## config.mk

```make
export PLATFORM = sky130hd
export DESIGN_NAME = tmds_encoder_flat
export DESIGN_NICKNAME = d
export VERILOG_FILES = /design/src/rtl/tmds_pkg.sv /design/src/rtl/tmds_encoder_if.sv /design/src/rtl/tmds_channel_enc.sv /design/src/rtl/tmds_encoder.sv /design/src/flat_wrapper.sv
export SDC_FILE = /design/constraint.sdc
export NUM_CORES = 1
export LEC_CHECK = 0
export CAP_MARGIN = 5
export CORE_MARGIN = 4
export CORE_UTILIZATION = 41
export CTS_CLUSTER_SIZE = 16
export DETAILED_ROUTE_END_ITERATION = 10
export GPL_TIMING_DRIVEN = 0
export PLACE_DENSITY = 0.71
export SYNTH_ARGS = -nofsm -noshare
export SYNTH_HDL_FRONTEND = slang
export SYNTH_SLANG_ARGS = --single-unit
```

## constraint.sdc

```tcl
create_clock -name pixclk -period 7.05 [get_ports pixclk]
set_clock_uncertainty 0.05 [all_clocks]
set_input_delay 1.41 -clock pixclk [delete_from_list [all_inputs] [get_ports pixclk]]
set_output_delay 1.41 -clock pixclk [all_outputs]
set_load 0.01 [all_outputs]
```

## src/rtl/tmds_pkg.sv

```systemverilog
// Shared TMDS types, control-code constants and bit-count helper.
// Combinational only; no latency, no flow control.
// Imported by the encoder top, its channel sub-module and the port interface.
package tmds_pkg;

    localparam int TMDS_DISP_W = 5;

    typedef logic [9:0] sym_t;
    typedef logic signed [TMDS_DISP_W-1:0] disp_t;

    localparam sym_t CTRL_00 = 10'b1101010100;
    localparam sym_t CTRL_01 = 10'b0010101011;
    localparam sym_t CTRL_10 = 10'b0101010100;
    localparam sym_t CTRL_11 = 10'b1010101011;

    function automatic logic [3:0] popcount8(input logic [7:0] d);
        logic [3:0] n;
        n = '0;
        for (int i = 0; i < 8; i++) begin
            n = n + {3'b000, d[i]};
        end
        return n;
    endfunction

    function automatic sym_t ctrl_code(input logic [1:0] c);
        sym_t s;
        case (c)
            2'b00:   s = CTRL_00;
            2'b01:   s = CTRL_01;
            2'b10:   s = CTRL_10;
            default: s = CTRL_11;
        endcase
        return s;
    endfunction

endpackage

```

## src/rtl/tmds_encoder_if.sv

```systemverilog
// Video-timing side and serializer side of the TMDS encoder in one bundle.
// No latency of its own; no backpressure (pixel-rate streaming).
// test_pat exists only when TMDS_ENC_PATTERN_EN is defined.
interface tmds_encoder_if;
    logic               de;
    logic               hsync;
    logic               vsync;
    logic [7:0]         red;
    logic [7:0]         green;
    logic [7:0]         blue;
`ifdef TMDS_ENC_PATTERN_EN
    logic               test_pat;
`endif
    tmds_pkg::sym_t     TMDS_red;
    tmds_pkg::sym_t     TMDS_green;
    tmds_pkg::sym_t     TMDS_blue;

`ifdef TMDS_ENC_PATTERN_EN
    modport master (output de, hsync, vsync, red, green, blue, test_pat,
                    input  TMDS_red, TMDS_green, TMDS_blue);
    modport slave  (input  de, hsync, vsync, red, green, blue, test_pat,
                    output TMDS_red, TMDS_green, TMDS_blue);
`else
    modport master (output de, hsync, vsync, red, green, blue,
                    input  TMDS_red, TMDS_green, TMDS_blue);
    modport slave  (input  de, hsync, vsync, red, green, blue,
                    output TMDS_red, TMDS_green, TMDS_blue);
`endif
endinterface

```

## src/rtl/tmds_channel_enc.sv

```systemverilog
// One TMDS channel: transition minimisation, DC balance, control-code insertion.
// Latency 2 pixclk (q_m register, then symbol register); never stalls.
// de_s1/ctrl_s1 arrive already delayed one cycle by the top level.
module tmds_channel_enc
    import tmds_pkg::*;
#(
    parameter int DISP_W = TMDS_DISP_W
) (
    input  logic       pixclk,
    input  logic       rst_n,
    input  logic [7:0] d,
    input  logic       de_s1,
    input  logic [1:0] ctrl_s1,
    output sym_t       sym
);

    localparam logic signed [DISP_W-1:0] DISP_ZERO = '0;
    localparam logic signed [DISP_W-1:0] DISP_TWO  = DISP_W'(2);

    logic [3:0] n1_d;
    logic       use_xnor;
    logic [8:0] q_m_c;
    logic [8:0] q_m;

    always_comb begin
        logic b;
        n1_d     = popcount8(d);
        use_xnor = (n1_d > 4'd4) || ((n1_d == 4'd4) && !d[0]);
        q_m_c    = '0;
        b        = d[0];
        q_m_c[0] = b;
        for (int i = 1; i < 8; i++) begin
            b        = use_xnor ? ~(b ^ d[i]) : (b ^ d[i]);
            q_m_c[i] = b;
        end
        q_m_c[8] = ~use_xnor;
    end

    always_ff @(posedge pixclk) begin
        if (!rst_n) q_m <= '0;
        else        q_m <= q_m_c;
    end

    logic [3:0]               n1_q;
    logic [3:0]               n0_q;
    logic signed [DISP_W-1:0] diff;
    logic signed [DISP_W-1:0] cnt;
    logic signed [DISP_W-1:0] cnt_nx;
    sym_t                     sym_nx;

    always_comb begin
        n1_q   = popcount8(q_m[7:0]);
        n0_q   = 4'd8 - n1_q;
        diff   = DISP_W'($signed({1'b0, n1_q})) - DISP_W'($signed({1'b0, n0_q}));
        sym_nx = ctrl_code(ctrl_s1);
        cnt_nx = DISP_ZERO;
        if (de_s1) begin
            if ((cnt == DISP_ZERO) || (n1_q == n0_q)) begin
                sym_nx = {~q_m[8], q_m[8], q_m[8] ? q_m[7:0] : ~q_m[7:0]};
                cnt_nx = q_m[8] ? (cnt + diff) : (cnt - diff);
            end else if (((cnt > DISP_ZERO) && (n1_q > n0_q)) ||
                         ((cnt < DISP_ZERO) && (n0_q > n1_q))) begin
                // Invert to pull the running disparity back towards zero.
                sym_nx = {1'b1, q_m[8], ~q_m[7:0]};
                cnt_nx = cnt + (q_m[8] ? DISP_TWO : DISP_ZERO) - diff;
            end else begin
                sym_nx = {1'b0, q_m[8], q_m[7:0]};
                cnt_nx = cnt + diff - (q_m[8] ? DISP_ZERO : DISP_TWO);
            end
        end
    end

    always_ff @(posedge pixclk) begin
        if (!rst_n) begin
            sym <= CTRL_00;
            cnt <= DISP_ZERO;
        end else begin
            sym <= sym_nx;
            cnt <= cnt_nx;
        end
    end

endmodule

```

## src/rtl/tmds_encoder.sv

```systemverilog
// Three-channel DVI/TMDS encoder; optional test pattern via TMDS_ENC_PATTERN_EN.
// Latency 2 pixclk from inputs to TMDS_*; streaming, no stalls or handshake.
// Blue carries {vsync,hsync} in blanking, red/green carry CTRL_RG.
module tmds_encoder
    import tmds_pkg::*;
#(
    parameter int         DISP_W  = TMDS_DISP_W,
    parameter logic [1:0] CTRL_RG = 2'b00
) (
    input  logic          pixclk,
    input  logic          rst_n,
    tmds_encoder_if.slave vid
);

    logic       de_s1;
    logic       hsync_s1;
    logic       vsync_s1;
    logic [7:0] red_px;
    logic [7:0] green_px;
    logic [7:0] blue_px;

    always_ff @(posedge pixclk) begin
        if (!rst_n) begin
            de_s1    <= 1'b0;
            hsync_s1 <= 1'b0;
            vsync_s1 <= 1'b0;
        end else begin
            de_s1    <= vid.de;
            hsync_s1 <= vid.hsync;
            vsync_s1 <= vid.vsync;
        end
    end

`ifdef TMDS_ENC_PATTERN_EN
    logic [11:0] col;
    logic [11:0] row;
    logic        vsync_q;

    // de_s1 doubles as the previous-cycle de for falling-edge detection.
    always_ff @(posedge pixclk) begin
        if (!rst_n) begin
            col     <= '0;
            row     <= '0;
            vsync_q <= 1'b0;
        end else begin
            col     <= vid.de ? (col + 12'd1) : '0;
            vsync_q <= vid.vsync;
            if (vid.vsync && !vsync_q)  row <= '0;
            else if (de_s1 && !vid.de)  row <= row + 12'd1;
        end
    end

    always_comb begin
        red_px   = vid.red;
        green_px = vid.green;
        blue_px  = vid.blue;
        if (vid.test_pat) begin
            red_px   = col[7:0];
            green_px = row[7:0];
            blue_px  = 8'h80;
        end
    end
`else
    assign red_px   = vid.red;
    assign green_px = vid.green;
    assign blue_px  = vid.blue;
`endif

    sym_t sym_red;
    sym_t sym_green;
    sym_t sym_blue;

    tmds_channel_enc #(.DISP_W(DISP_W)) u_enc_red (
        .pixclk  (pixclk),
        .rst_n   (rst_n),
        .d       (red_px),
        .de_s1   (de_s1),
        .ctrl_s1 (CTRL_RG),
        .sym     (sym_red)
    );

    tmds_channel_enc #(.DISP_W(DISP_W)) u_enc_green (
        .pixclk  (pixclk),
        .rst_n   (rst_n),
        .d       (green_px),
        .de_s1   (de_s1),
        .ctrl_s1 (CTRL_RG),
        .sym     (sym_green)
    );

    tmds_channel_enc #(.DISP_W(DISP_W)) u_enc_blue (
        .pixclk  (pixclk),
        .rst_n   (rst_n),
        .d       (blue_px),
        .de_s1   (de_s1),
        .ctrl_s1 ({vsync_s1, hsync_s1}),
        .sym     (sym_blue)
    );

    assign vid.TMDS_red   = sym_red;
    assign vid.TMDS_green = sym_green;
    assign vid.TMDS_blue  = sym_blue;

endmodule

```

## src/flat_wrapper.sv

```systemverilog
// flat-port wrapper written by rule: the top's interface ports become plain ports
module tmds_encoder_flat import tmds_pkg::*;
#(
    parameter int         DISP_W  = TMDS_DISP_W,
    parameter logic [1:0] CTRL_RG = 2'b00
)
  (pixclk, rst_n, vid_de, vid_hsync, vid_vsync, vid_red, vid_green, vid_blue, vid_TMDS_red, vid_TMDS_green, vid_TMDS_blue);
  tmds_encoder_if vid_i ();
  input  logic pixclk;
  input  logic rst_n;
  input wire logic [$bits(vid_i.de)-1:0] vid_de;
  input wire logic [$bits(vid_i.hsync)-1:0] vid_hsync;
  input wire logic [$bits(vid_i.vsync)-1:0] vid_vsync;
  input wire logic [$bits(vid_i.red)-1:0] vid_red;
  input wire logic [$bits(vid_i.green)-1:0] vid_green;
  input wire logic [$bits(vid_i.blue)-1:0] vid_blue;
  output wire logic [$bits(vid_i.TMDS_red)-1:0] vid_TMDS_red;
  output wire logic [$bits(vid_i.TMDS_green)-1:0] vid_TMDS_green;
  output wire logic [$bits(vid_i.TMDS_blue)-1:0] vid_TMDS_blue;
  assign vid_i.de = vid_de;
  assign vid_i.hsync = vid_hsync;
  assign vid_i.vsync = vid_vsync;
  assign vid_i.red = vid_red;
  assign vid_i.green = vid_green;
  assign vid_i.blue = vid_blue;
  assign vid_TMDS_red = vid_i.TMDS_red;
  assign vid_TMDS_green = vid_i.TMDS_green;
  assign vid_TMDS_blue = vid_i.TMDS_blue;
  tmds_encoder #(.DISP_W(DISP_W), .CTRL_RG(CTRL_RG)) u_core (.pixclk(pixclk), .rst_n(rst_n), .vid(vid_i));
endmodule
```

Yosys cells after proc, flatten, opt, wreduce, memory -nomap -nowiden
Cells that the tools add are included.
{ "word_totals": {"ff_bits": 75, "output_inout_bits": 30, "word_cells": 222} }
{ "op_classes": {"n_bitwise": 51, "eq_ne": 8, "add_sub_neg": 63, "order_cmp": 15, "mux": 47, "n_reduce_logical": 26} }
{ "op_table": {"columns": ["cell", "n"], "rows": [
  ["$add 4x1->4", 24],
  ["$mux 10", 7],
  ["$mux 5", 9],
  ["$pmux 10 s3", 1],
  ["$sub 5x5->5", 6],
  ["$not 1->1", 27],
  ["$add 3x1->4", 6],
  ["$gt 4x4->1", 6],
  ["$mux 8", 3],
  ["$not 8->8", 3],
  ["$mux 1", 21],
  ["$xor 1x1->1", 21],
  ["$add 2x1->3", 6],
  ["$add 5x3->5", 3],
  ["$add 5x5->5", 3],
  ["$gt 5x1->1 const B", 3],
  ["$logic_not 5->1", 3],
  ["$lt 5x1->1 const B", 3],
  ["$sub 4x4->5", 3],
  ["$sub 5x3->5", 3],
  ["$add 1x1->2", 6],
  ["$eq 4x3->1 const B", 3],
  ["$eq 4x4->1", 3],
  ["$gt 4x3->1 const B", 3],
  ["9 further kinds", 34]
]} }

Depth between registers and ports, before layout
Gate-level depths: netlist of run 1.
{ "logic_depth": {"ltp_word": 29, "mapped_depth": 20, "ltp_nobuf": 20} }

Hierarchy
From an unflattened synthesis of run 1, not the netlist that was laid out.
{ "unflattened": {"hier_cells": 655, "hier_area_um2": 6067.1} }
{ "by_module_without_submodules": {"columns": ["mod", "cells_each", "instances", "area_per_inst_um2"], "rows": [
  ["tmds_channel_enc (u_core.u_enc_blue)", 215, 1, 1998.2],
  ["tmds_channel_enc (u_core.u_enc_green)", 217, 1, 1994.4],
  ["tmds_channel_enc (u_core.u_enc_red)", 216, 1, 1991.9],
  ["tmds_encoder", 7, 1, 82.6]
]} }

Worst setup path after synthesis of run 1
Ideal clock, no wire load.
{ "synth_timing": {"path_kind": "register -> register", "start": "reg u_core.u_enc_green.q_m[0]", "end": "reg u_core.u_enc_green.cnt[4]", "stages_incl_launch_ff": 19, "setup_slack_ps": 1623, "period_less_slack_ps": 5427, "arrival_ps": 5263, "setup_time_ps": 115, "cell_sequence": "dfxtp_1 inv_1 fa_1 fa_1 fa_1 inv_1 ha_1 fa_1 or2_2 ha_1 a21oi_1 o22ai_1 fa_1 inv_1 a221oi_1 xnor2_1 mux2i_1 o2111ai_1 a21bo_1"} }
{ "synth_between": {"elab_chain_len": 13, "elab_cells_between_ends": 23, "classes_between": "add/sub (13); order compare (2); eq/ne (1); mux (3); reduce/logical (4)"} }
{ "synth_lines": {"columns": ["element", "line", "rtl"], "rows": [
  ["from (decl)", "tmds_channel_enc.sv:23", "logic [8:0] q_m;"],
  ["from (signal assigned)", "tmds_channel_enc.sv:41", "else q_m <= q_m_c;"],
  ["$add 1x1->2 *", "tmds_pkg.sv:20", "n = n + {3'b000, d[i]};"],
  ["$add 2x1->3 *", "tmds_pkg.sv:20", null],
  ["$add 3x1->4 *", "tmds_pkg.sv:20", null],
  ["$add 4x1->4 * (4 in series)", "tmds_pkg.sv:20", null],
  ["$sub 4x4->4", "tmds_channel_enc.sv:53", "n0_q = 4'd8 - n1_q;"],
  ["$sub 4x4->5 (tied with other cells)", "tmds_channel_enc.sv:54", "diff = DISP_W'($signed({1'b0, n1_q})) - DISP_W'($signed({1'b0, n0_q}));"],
  ["$add 5x5->5 (tied with other cells)", "tmds_channel_enc.sv:60, tmds_channel_enc.sv:68", null],
  ["$sub 5x3->5 or $logic_or 1x1->1 (tied branches)", "tmds_channel_enc.sv:68, tmds_channel_enc.sv:61", null],
  ["$mux 5", "tmds_channel_enc.sv:61", "end else if (((cnt > DISP_ZERO) && (n1_q > n0_q)) ||"],
  ["$mux 5 *", "tmds_channel_enc.sv:58", "if ((cnt == DISP_ZERO) || (n1_q == n0_q)) begin"],
  ["to (signal assigned)", "tmds_channel_enc.sv:79", "cnt <= cnt_nx;"],
  ["to (decl)", "tmds_channel_enc.sv:47", "logic signed [DISP_W-1:0] cnt;"]
]} }
Every way passes the cells marked *; elsewhere a longest branch is shown, timed or not.
A chain may end at the register's enable or synchronous reset.

Final worst setup path of run 1
Same ends and word-level chain as after synthesis.

==> results of run 1 <==
## routing by layer
metal  part of all wire  vias to the layer above  track usage
met1               0.44                     1944        0.181
met2               0.51                       86        0.270
li1                   -                     2084            -
met5                  0                        -            0
met4              0.014                        0       0.0427
met3              0.038                       13       0.0235
## logic make-up after synthesis
kind of cell / Yosys count / synth area share
buf+inv: 129 / 0.0908
simple gates: 124 / 0.107
fa+ha+maj: 96 / 0.262
compound gates: 91 / 0.111
xor+xnor: 86 / 0.147
flops: 75 / 0.267
mux: 8 / 0.0154
## sequential cells by signal (all words and copies together), names as in the netlist
signal / cells
u_core.vsync_s1: 1
u_core.u_enc_green.sym: 10
u_core.u_enc_blue.q_m: 9
u_core.u_enc_blue.cnt: 5
u_core.u_enc_red.sym: 10
u_core.u_enc_red.cnt: 5
u_core.u_enc_red.q_m: 9
u_core.de_s1: 1
u_core.u_enc_green.q_m: 9
u_core.hsync_s1: 1
u_core.u_enc_blue.sym: 10
u_core.u_enc_green.cnt: 5
## cell usage in the layout, fill, tap and decap left out, drive strengths merged, types with 6 or more instances in the layout
cell and n:
a211oi 8, a21oi 29, and2 11, and3 6
clkbuf 17, clkdlybuf4s50 58, dfxtp 75, fa 36
ha 60, inv 118, mux2i 6, nand2 20
nor2 52, nor3 9, o211ai 6, o21ai 16
xnor2 63, xor2 21
## critical path, cell delays in order, from the launching register on
cell and delay, ps:
dfxtp_1 340, inv_1 70, fa_1 520, fa_1 520, fa_1 540, inv_1 40
ha_1 220, fa_1 550, or2_2 380, ha_1 410, a21oi_1 160, o22ai_1 160
fa_1 630, inv_1 50, a221oi_1 370, xnor2_1 170, mux2i_1 120, o2111ai_1 180
a21bo_1 220
## stage by stage
stage | instances | setup WS (ps) | hold WS (ps) | utilization
floorplan | 609 | 1620 | 403 | -
finish | 859 | 1240 | 447 | 0.503
global route | 859 | 944 | 459 | 0.503
global placement | 843 | 1360 | 431 | 0.481
CTS | 859 | 1240 | 446 | 0.503
detailed placement | 843 | 1260 | 434 | 0.481
## area by class of cell
| class | instances | area [um2] |
|---|---|---|
| Fill cell | 1230 | 6630 |
| Multi-Input combinational cell | 405 | 3610 |
| Sequential cell | 75 | 1500 |
| Timing Repair Buffer | 58 | 581 |
| Inverter | 117 | 439 |
| Clock buffer | 10 | 229 |
| Tap cell | 176 | 220 |
| Buffer | 12 | 71.3 |
| Clock inverter | 6 | 65.1 |
## final timing paths
kind,cells past startpoint,slack [ps],from,endpoint
max,18,1240,u_core.u_enc_green.q_m[0]$_SDFF_PN0_,u_core.u_enc_green.cnt[4]$_SDFF_PN0_
min reg2reg,1,450,u_core.u_enc_red.cnt[0]$_SDFF_PN0_,u_core.u_enc_red.cnt[0]$_SDFF_PN0_
max reg2reg,18,1240,u_core.u_enc_green.q_m[0]$_SDFF_PN0_,u_core.u_enc_green.cnt[4]$_SDFF_PN0_
min,1,450,u_core.u_enc_red.cnt[0]$_SDFF_PN0_,u_core.u_enc_red.cnt[0]$_SDFF_PN0_
==> key figures, run 1 <==
Outcome
  • Outcome: finished clean

Placed design
  • Final Wtd Congestion: 0.929
  • Placed cell areas: 0.00642 mm2
  • IO buf count: 58
  • Detailed Place HPWL: 9.33 mm

Global route
  • Initial antenna violation count: 0
  • Vias in the first global route: 4314
  • GRT Resource Usage Total: 0.149
  • First-pass GRT wire length: 19.6 mm
  • Largest net degree at the start of global routing: 14
  • Grt total ovfl: 0

Clocking
  • Clock tree buffer depth: 2
  • Post-CTS Repair Setup Buffers: 0
  • CTS tree: yes
  • Clock Pin Slew Worst Setup and Hold Paths: 60 ps
  • Clk Latency, worst-skew pair: 340 ps
  • Hold Buf Count CTS: 0
  • Cell chosen for the clock root: clkbuf_16
  • Clk sinks: 75
  • H-tree depth: 3
  • CTS Buf Count: 9
  • # resized after CTS: 0

Detailed routing
  • Vias per cell: 4.80
  • WL final: 11.2 mm
  • 1st-pass router iterations: 4
  • Detailed Route Iter0 Violations: 135
  • DRC: 0
  • ANT nets after route: 0
  • Routed length per instance: 13.0 um
  • Via count: 4127

Logic synthesis
  • Synth warnings: 0
  • Area leader, netlist: dfxtp_1
  • Synth area leaders: dfxtp_1 (27%), ha_1 (13%), fa_1 (13%)
  • Most frequent cell after synthesis: inv_1
  • Seq cells post-synth: 75
  • Share of the synthesized area in the top cell type: 0.267
  • Mapped Cells: 609
  • Synthesized area: 0.00562 mm2
  • Synth Area per Inst: 9.23 um2
  • Post-synth ARST share: 0
  • Synth cell types: 60
  • Post-synth top cells: inv_1 (117), dfxtp_1 (75), xnor2_1 (61)
  • Post-synth net total: 734
  • Register area share after synthesis: 0.267
  • Post-synth EDFFs: 0
  • Synth Flop Type: dfxtp_1

STA
  • Setup TNS: 0 ps
  • Max-slew violations: 0
  • Unrepaired setup endpoints after global routing: false
  • Hold Fails Final Rpt: 0
  • Worst slew margin: 0.561
  • Final Cycle Share: 0.824
  • Worst-Margin Slew: 656 ps
  • Final setup viols: 0
  • Fmax: 172 MHz
  • Min Tclk post-route: 5810 ps

Final layout
  • Area Overhead vs Synth: 19.5%
  • Design Area, Final: 0.00672 mm2
  • Antenna diodes: 0
  • # nets final: 803
  • Layout cells sized above 1: 0.0483

Worst setup path
  • Worst Path Required: 7230 ps
  • Data arrival, critical path: 5990 ps
  • Crit Path Max Fanout: 7
  • Startpoint type of the worst setup path: flip-flop
  • Crit path kind: flip-flop to flip-flop
  • Critical path endpoint category: flip-flop

Worst hold path
  • HP Class: flip-flop to flip-flop

Floorplanning
  • Die extent in y: 125 um
  • Cell Rows: 42
  • Core Footprint: 0.0133 mm2
  • DIE AREA: 0.0156 mm2
  • Die Span X: 125 um
  • Initial core utilization: 0.421
  • # IOs: 59

Flow run
  • Maxcap violations: 0
Power of run 1 is left out: the tool's default activity adds up to more than one toggle a clock period on the data nets, which glitch-free logic cannot reach.
==> inputs of run 2 (changes only) <==
Clock period 7.05 ns to 5.6 ns, I/O delays scaled along.
==> run 2 against run 1 <==
Global-route usage unchanged. Critical path depth did not move. First-iteration DRC count up 3.7%. Non-clock buffer count grew 1. Design area up 0.93%. Via count fell by 0.46%. Core utilization rose by 0.47 points. Cell count increased by 0.12%. Wire length increased by 0.28%. Die area stayed put. Sequential share of layout area shrank 0.21 points. Highest routed layer unchanged.
==> key figures, run 2 (same netlist as run 1, synthesis figures left out) <==
Worst setup path
  • Critical path endpoint category: flip-flop (unchanged)
  • CP cell instances: inv_1 > fa_1 > fa_1 > fa_1 > inv_1 > ha_1 > fa_2 > or2_4 > ha_4 > a21oi_2 > o22ai_2 > fa_2 > inv_1 > a221oi_2 > xnor2_1 > mux2i_1 > o2111ai_1 > a21bo_1 (was inv_1 > fa_1 > fa_1 > fa_1 > inv_1 > ha_1 > fa_1 > or2_2 > ha_1 > a21oi_1 > o22ai_1 > fa_1 > inv_1 > a221oi_1 > xnor2_1 > mux2i_1 > o2111ai_1 > a21bo_1)
  • Buf/Inv on CP: 3 (unchanged)
  • Crit Path Max Fanout: 7 (unchanged)
  • R2R setup slack: 240 ps (was 1240 ps)
  • Data arrival, critical path: 5540 ps (was 5990 ps)
  • Top delay family on crit path: adder cells (unchanged)
  • Crit path kind: flip-flop to flip-flop (unchanged)
  • Worst Path Required: 5780 ps (was 7230 ps)
  • Critical-path top delay cell: fa_2 (was fa_1)
  • Crit-path max cell delay: 590 ps (was 630 ps)
  • Startpoint type of the worst setup path: flip-flop (unchanged)

Clocking
  • CTS tree: yes (unchanged)
  • Clock tree buffer depth: 2 (unchanged)
  • H-tree depth: 3 (unchanged)
  • Clk Latency, worst-skew pair: 330 ps (was 340 ps)
  • Cell chosen for the clock root: clkbuf_16 (unchanged)
  • Clk sinks: 75 (unchanged)
  • Hold Buf Count CTS: 0 (unchanged)
  • CTS Buf Count: 9 (unchanged)
  • Clock Pin Slew Worst Setup and Hold Paths: 60 ps (about the same)

Floorplanning
  • Initial core utilization: 0.421 (unchanged)
  • # IOs: 59 (unchanged)
  • Die extent in y: 125 um (unchanged)
  • Core Footprint: 0.0133 mm2 (unchanged)
  • DIE AREA: 0.0156 mm2 (unchanged)
  • Die Span X: 125 um (unchanged)
  • Cell Rows: 42 (unchanged)

Final layout
  • # nets final: 804 (was 803)
  • Antenna diodes: 0 (unchanged)
  • Most frequent cells in the layout: inv_1 (117), dfxtp_1 (75), xnor2_1 (61), ha_1 (59), clkdlybuf4s50_1 (58) (was inv_1 (117), dfxtp_1 (75), xnor2_1 (61), ha_1 (60), clkdlybuf4s50_1 (58))
  • Layout cells sized above 1: 0.0643 (was 0.0483)
  • Area Overhead vs Synth: 20.6% (was 19.5%)
  • Biggest regs: u_core.u_enc_blue.sym: 10 flops, u_core.u_enc_green.sym: 10 flops, u_core.u_enc_red.sym: 10 flops (unchanged)
  • Most common cell after layout, fill and taps aside: inv_1 (unchanged)

Outcome
  • Outcome: finished clean (unchanged)

Flow run
  • Maxcap violations: 0 (unchanged)

STA
  • Final Cycle Share: 0.958 (was 0.824)
  • Worst slew margin: 0.547 (was 0.561)
  • Unrepaired setup endpoints after global routing: false (unchanged)
  • Fmax: 186 MHz (was 172 MHz)
  • Min Tclk post-route: 5360 ps (was 5810 ps)
  • Hold Fails Final Rpt: 0 (unchanged)
  • Hold_ws: 447 ps (about the same)
  • Max-slew violations: 0 (unchanged)
  • Final setup viols: 0 (unchanged)
  • Worst-Margin Slew: 677 ps (was 656 ps)

Global route
  • Largest net degree at the start of global routing: 14 (unchanged)
  • Vias in the first global route: 4310 (was 4314)
  • Grt total ovfl: 0 (unchanged)
  • GRT Resource Usage Total: 0.149 (unchanged)
  • First-pass GRT wire length: 19.6 mm (about the same)
  • Initial antenna violation count: 0 (unchanged)

Worst hold path
  • HP Class: flip-flop to flip-flop (unchanged)

Placed design
  • Detailed Place HPWL: 9.33 mm (unchanged)
  • IO buf count: 58 (unchanged)
  • Final Wtd Congestion: 0.929 (unchanged)

Detailed routing
  • Detailed Route Iter0 Violations: 140 (was 135)
  • ANT nets after route: 0 (unchanged)
  • Vias per cell: 4.78 (was 4.80)
  • Via count: 4108 (was 4127)
  • Routed length per instance: 13.0 um (about the same)
  • DRC: 0 (unchanged)
  • WL final: 11.2 mm (about the same)
  • 1st-pass router iterations: 5 (was 4)
run 2: final timing paths:
kind / from / to / depth (start not counted)
max: u_core.u_enc_green.q_m[0]$_SDFF_PN0_ / u_core.u_enc_green.cnt[4]$_SDFF_PN0_ / 18
min: u_core.u_enc_red.cnt[0]$_SDFF_PN0_ / u_core.u_enc_red.cnt[0]$_SDFF_PN0_ / 1
max reg2reg: u_core.u_enc_green.q_m[0]$_SDFF_PN0_ / u_core.u_enc_green.cnt[4]$_SDFF_PN0_ / 18
min reg2reg: u_core.u_enc_red.cnt[0]$_SDFF_PN0_ / u_core.u_enc_red.cnt[0]$_SDFF_PN0_ / 1
run 2: metal layers:
metal  vias to the layer above  GRT usage  part of all wire
li1                       2089          -                 -
met4                         0     0.0427             0.013
met5                         -          0                 0
met2                        68      0.271              0.52
met1                      1940      0.180              0.44
met3                        11     0.0235             0.032
run 2: area by class of cell:
class                      count  area, um2
buffer                        12       71.3
clock buffer                  10        229
clock inverter                 6       65.1
fill                        1223       6570
inverter                     117        439
multi-input combinational    405       3660
sequential                    75       1500
tap                          176        220
timing repair buffer          59        588
run 2: repair_timing:
action                     4_1_cts  5_1_grt
pin swaps                        0        2
setup buffers                    0        1
setup endpoints to repair        1        2
resized for setup                3        9
run 2: per-stage QoR:
step | std cells | util | worst slack, ps | cell area (um2) | TNS [ps]
3_5_place_dp | 843 | 0.481 | -194 | 6420 | -194
3_3_place_gp | 843 | 0.481 | -87.9 | 6420 | -87.9
5_1_grt | 860 | 0.508 | 8.01 | 6780 | 0
6_report | 860 | 0.508 | 238 | 6780 | 0
4_1_cts | 859 | 0.504 | 15.1 | 6730 | 0
2_1_floorplan | 609 | - | 173 | 5620 | 0
Power of run 2 is left out for the same reason.
==> inputs of run 3 (changes only) <==
Settings changed: SKIP_LAST_GASP set to 1.
==> results of run 3 <==
Final layout, timing and power as in run 2 (identical DEF).
Power of run 3 is left out for the same reason.
